File: src/rtl/input_cond_pkg.sv
// Shared definitions for the board input conditioning blocks:
// default clock/tick rates and a width helper usable in parameter expressions.
package input_cond_pkg;

  localparam int CLK_HZ_DEFAULT  = 50000000;
  localparam int TICK_HZ_DEFAULT = 1000;

  // Number of bits needed to hold values 0..value-1 (0 for value <= 1).
  function automatic int clog2(input int value);
    int result;
    result = 0;
    for (int i = 0; i < 31; i++) begin
      if ((32'sd1 <<< i) < value) begin
        result = i + 1;
      end
    end
    return result;
  endfunction

endpackage

File: src/rtl/tick_prescaler.sv
// Free-running divider producing a one-cycle tick every DIV clocks,
// shared by the slow-rate sampling blocks.
module tick_prescaler
  import input_cond_pkg::*;
#(
  parameter int DIV = CLK_HZ_DEFAULT / TICK_HZ_DEFAULT
) (
  input  logic clk_clk,
  input  logic reset_reset,
  output logic tick
);

  localparam int CW = (clog2(DIV) < 1) ? 1 : clog2(DIV);
  localparam logic [CW-1:0] LAST = CW'(DIV - 1);

  if (DIV < 2) begin : g_bad_div
    $error("tick_prescaler: DIV must be at least 2");
  end

  logic [CW-1:0] count_q, count_d;

  always_comb begin
    count_d = count_q + 1'b1;
    if (count_q == LAST) begin
      count_d = '0;
    end
  end

  always_ff @(posedge clk_clk or posedge reset_reset) begin
    if (reset_reset) begin
      count_q <= '0;
    end else begin
      count_q <= count_d;
    end
  end

  assign tick = (count_q == LAST);

endmodule

File: src/rtl/button_debouncer.sv
// Multi-channel push-button / switch conditioner: synchronise, normalise polarity,
// debounce on a slow tick, and flag level changes with one-cycle pulses.
module button_debouncer
  import input_cond_pkg::*;
#(
  parameter int WIDTH        = 4,
  parameter int CLK_HZ       = CLK_HZ_DEFAULT,
  parameter int TICK_HZ      = TICK_HZ_DEFAULT,
  parameter int STABLE_TICKS = 20,
  parameter bit ACTIVE_LOW   = 1'b1
) (
  input  logic             clk_clk,
  input  logic             reset_reset,
  input  logic [WIDTH-1:0] raw_in,
  output logic [WIDTH-1:0] level_out,
  output logic [WIDTH-1:0] rise_pulse,
  output logic [WIDTH-1:0] fall_pulse,
  output logic             any_change
);

  localparam int DIV   = CLK_HZ / TICK_HZ;
  localparam int CNT_W = (clog2(STABLE_TICKS + 1) < 1) ? 1 : clog2(STABLE_TICKS + 1);
  localparam logic [CNT_W-1:0] LAST = CNT_W'(STABLE_TICKS - 1);
  localparam logic [WIDTH-1:0] IDLE_RAW = {WIDTH{ACTIVE_LOW}};

  if ((CLK_HZ % TICK_HZ) != 0 || DIV < 2 || STABLE_TICKS < 1) begin : g_bad_params
    $error("button_debouncer: CLK_HZ must be a multiple of TICK_HZ, DIV >= 2, STABLE_TICKS >= 1");
  end

  logic             tick;
  logic [WIDTH-1:0] sync1_q, sync2_q;
  logic [WIDTH-1:0] sampled;
  logic [WIDTH-1:0] level_q, level_d;
  logic [WIDTH-1:0] rise_q, rise_d;
  logic [WIDTH-1:0] fall_q, fall_d;
  logic             any_q, any_d;

  tick_prescaler #(
    .DIV(DIV)
  ) u_prescaler (
    .clk_clk    (clk_clk),
    .reset_reset(reset_reset),
    .tick       (tick)
  );

  // Synchroniser resets to the idle pin level so release from reset looks like "not pressed".
  always_ff @(posedge clk_clk or posedge reset_reset) begin
    if (reset_reset) begin
      sync1_q <= IDLE_RAW;
      sync2_q <= IDLE_RAW;
    end else begin
      sync1_q <= raw_in;
      sync2_q <= sync1_q;
    end
  end

  assign sampled = sync2_q ^ IDLE_RAW;

  for (genvar i = 0; i < WIDTH; i++) begin : g_chan
    logic [CNT_W-1:0] cnt_q, cnt_d;
    logic             lvl_d, rise_c, fall_c;

    // A matching sample aborts verification; STABLE_TICKS mismatches in a row commit the new level.
    always_comb begin
      cnt_d  = cnt_q;
      lvl_d  = level_q[i];
      rise_c = 1'b0;
      fall_c = 1'b0;
      if (tick) begin
        if (sampled[i] == level_q[i]) begin
          cnt_d = '0;
        end else if (cnt_q == LAST) begin
          cnt_d  = '0;
          lvl_d  = sampled[i];
          rise_c = sampled[i];
          fall_c = ~sampled[i];
        end else begin
          cnt_d = cnt_q + 1'b1;
        end
      end
    end

    always_ff @(posedge clk_clk or posedge reset_reset) begin
      if (reset_reset) begin
        cnt_q <= '0;
      end else begin
        cnt_q <= cnt_d;
      end
    end

    assign level_d[i] = lvl_d;
    assign rise_d[i]  = rise_c;
    assign fall_d[i]  = fall_c;
  end

  assign any_d = |(rise_d | fall_d);

  always_ff @(posedge clk_clk or posedge reset_reset) begin
    if (reset_reset) begin
      level_q <= '0;
      rise_q  <= '0;
      fall_q  <= '0;
      any_q   <= 1'b0;
    end else begin
      level_q <= level_d;
      rise_q  <= rise_d;
      fall_q  <= fall_d;
      any_q   <= any_d;
    end
  end

  assign level_out  = level_q;
  assign rise_pulse = rise_q;
  assign fall_pulse = fall_q;
  assign any_change = any_q;

endmodule

File: config.mk
export PLATFORM = sky130hd
export DESIGN_NAME = button_debouncer
export DESIGN_NICKNAME = d
export VERILOG_FILES = /design/src/rtl/input_cond_pkg.sv /design/src/rtl/tick_prescaler.sv /design/src/rtl/button_debouncer.sv
export SDC_FILE = /design/constraint.sdc
export NUM_CORES = 1
export LEC_CHECK = 0
export BUFFER_PORTS_ARGS = -buffer_cell sky130_fd_sc_hd__buf_2
export CAP_MARGIN = 25
export CORE_MARGIN = 2
export CORE_UTILIZATION = 50
export CTS_CLUSTER_SIZE = 24
export DETAILED_ROUTE_END_ITERATION = 6
export PLACE_DENSITY = 0.73
export SYNTH_ARGS = -nofsm -noshare
export SYNTH_HDL_FRONTEND = slang
export SYNTH_SLANG_ARGS = --single-unit
File: constraint.sdc
create_clock -name clk_clk -period 3.5 [get_ports clk_clk]
set_clock_uncertainty 0.2 [all_clocks]
set_input_delay 0.35 -clock clk_clk [delete_from_list [all_inputs] [get_ports clk_clk]]
set_output_delay 0.35 -clock clk_clk [all_outputs]
set_load 0.005 [all_outputs]
==> metrics.yaml <==
outcome:
  status: "finished, final reports clean"
floorplanning:
  std_cell_rows: 26
  io_pins: 19
  initial_core_util: 0.509
  die-height_um: 75.6
  die-area_um2: 5720
  fp.dieW_um: 75.6
  core_area_um2: 5040
timing:
  fmax_mhz: 419
  rsz0062_at_grt: "false"
  finalSetupViolCount: 0
  tightest_slew_ns: 0.816
  max_slew_margin: 0.448
  timing.final.crit_share: 0.681
  drv_slew: 0
  min_period_ns: 2.38
  hold_viol_final: 0
  fin_setup_tns_ns: 0
  holdWs_ns: 0.156
hold_path:
  min_path_cells: 0
  min_from: "sync1_q[2]"
  hold_class: "reg -> reg"
global_route:
  grt_pass1_vias: 1735
  grt_max_degree: 31
  grtUsageTotal: 0.186
  grt.overflow.total: 0
  antenna_found_initial: 0
  grt_pass1_wl_um: 7830
detailed_routing:
  drt-vias-per-instance: 5.40
  dr.pass1.iters: 4
  wl_per_cell_um: 13.9
  drc: 0
  vias: 1862
  ant_nets: 0
  wirelength_um: 4800
  first_iter_violations: 120
yosys:
  synth_top_cell_area_share: 0.478
  synth_top_area_cell: "dfrtp_1"
  yosysSeqAreaShare: 0.560
  synth-main-ff-cell: "dfrtp_1"
  yosysUniqueCellTypes: 37
  synthesis.area_um2: 2560
  synth_cells: 239
  ys_warn_count: 0
  avgSynthCellArea_um2: 10.7
  synth_area_leaders: "dfrtp_1, dfstp_2, nand2_1"
  synthesis.nets: 250
  async_flop_share: 1.00
  synth_edf_count: 0
  ys_ff_latch: 57
worst_setup_path:
  required_ns: 3.57
  rr_worst_depth: 5
  arrival_ns: 2.46
  worstSetupStartpointType: "flip-flop"
  endpoint_kind: "flip-flop"
  crit_start: "u_prescaler.count_q[0]"
  cp_slowest_stage_delay_ns: 0.55
  cpMaxStageDelayCell: "nand4_2"
  crit_type: "reg -> reg"
  cp_cell_sequence: "ha_1, and3_1, nand4_2, o41ai_1, a22o_1"
  critPathMaxFanout: 27
  r2r_start: "u_prescaler.count_q[0]"
final_layout:
  multi_input_area_um2: 1050
  antenna_cells: 0
  fin_nets: 281
  area_growth_pct: 16.6
  fillers: 414
  final_common_cell: "dfrtp_1"
  register_area_um2: 1440
  finish.utilization: 0.593
  drive_gt1_frac: 0.185
  most-common-layout-cells: "dfrtp_1, nand2_1, buf_2"
place:
  io_buffers: 18
  gp_congestion: 0.828
  hpwl_um: 3110
clock_network:
  cts_num_sinks: 57
  cts_max_level: 3
  numCtsBuffers: 9
  insertion_delay_ns: 0.33
  clock-root-buffer: "clkbuf_8"
  cts_buffer_depth: 2
  clkTransAtPathRegs_ns: 0.07
  tritoncts: "yes"
flow_run:
  max_cap_violations: 0
power:
  powerDensity_nw_per_um2: 459
  peakVddDrop_v: 0.000280
  p_leak_nw: 1.36
## worst max-delay path, delay by kind of cell, from the launching register on
kind / cells / cell delay [ns]
flip-flops: 1 / 0.39
AO/OA/AOI/OAI: 2 / 0.72
AND/OR/NAND/NOR: 2 / 0.80
adder cells (fa/ha/maj): 1 / 0.21
## timing repair
item,4_1_cts,5_1_grt
hold endpoints to repair,27,0
hold buffers,5,0
setup buffers,0,0
resized for setup,0,0
## cells by family (layout without fill, tap and decap cells)
group	Yosys count	count (layout)	share of synthesized area
simple gates	101	101	0.219
buf+inv	16	52	0.0298
xor+xnor	18	18	0.0615
compound gates	42	42	0.106
fa+ha+maj	5	5	0.0244
flops	57	57	0.560
## power breakdown
part / leakage [nW] / total, W / switching [W] / internal [W]
combinational: 0.504 / 0.0000278 / 0.0000190 / 0.00000883
sequential: 0.755 / 0.000671 / 0.00000350 / 0.000667
clock: 0.106 / 0.000674 / 0.000274 / 0.000400
## synthesized netlist by cell type (all sizes together), types with 4 or more instances
cell type and count:
ha 5, and2 4, nand4 4, o21ai 11
a22o 5, nor2 15, dfstp 8, nor2b 6
nand2 26, xor2 8, inv 11, nor3 6
xnor2 10, a21oi 9, nand3 14, nor4 4
nand2b 4, dfrtp 49
## worst paths after layout
check / end / slack (ns)
min in group asynchronous: g_chan[2].cnt_q[2] / 0.43
min reg2reg: sync2_q[2] / 0.16
min: sync2_q[2] / 0.16
max in group asynchronous: sync1_q[0] / 1.82
max: g_chan[0].cnt_q[4] / 1.12
max reg2reg: g_chan[0].cnt_q[4] / 1.12
## routing by layer
metal / up-vias / part of all wire / track usage
met2: 26 / 0.48 / 0.292
met5: - / 0 / 0
met4: 0 / 0.015 / 0.0897
li1: 911 / - / -
met3: 7 / 0.030 / 0.0622
met1: 918 / 0.48 / 0.232
## per-stage QoR
step	total power, W	cell area (um2)	std cells	setup slack, ns
6_report	0.00137	2990	345	1.12
5_1_grt	0.00142	2990	345	0.904
3_3_place_gp	0.000707	2720	324	1.22
2_1_floorplan	0.000697	2560	239	1.56
3_5_place_dp	0.000707	2720	324	1.16
4_1_cts	0.00139	2990	345	1.13
## sequential cells by signal (all words and copies together) (netlist names)
signal and count:
g_chan.cnt_q 20, u_prescaler.count_q 16, fall_pulse 4, level_out 4, rise_pulse 4, sync1_q 4
sync2_q 4, any_change 1
## layout make-up
| cell class | count | share of cell area |
|---|---|---|
| Clock inverter | 7 | 0.0314 |
| Sequential cell | 57 | 0.480 |
| Tap cell | 70 | 0.0293 |
| Clock buffer | 9 | 0.0414 |
| Multi-Input combinational cell | 166 | 0.352 |
| Inverter | 11 | 0.0138 |
| Timing Repair Buffer | 25 | 0.0519 |
Note: power is estimated with default switching activity, not from simulation.
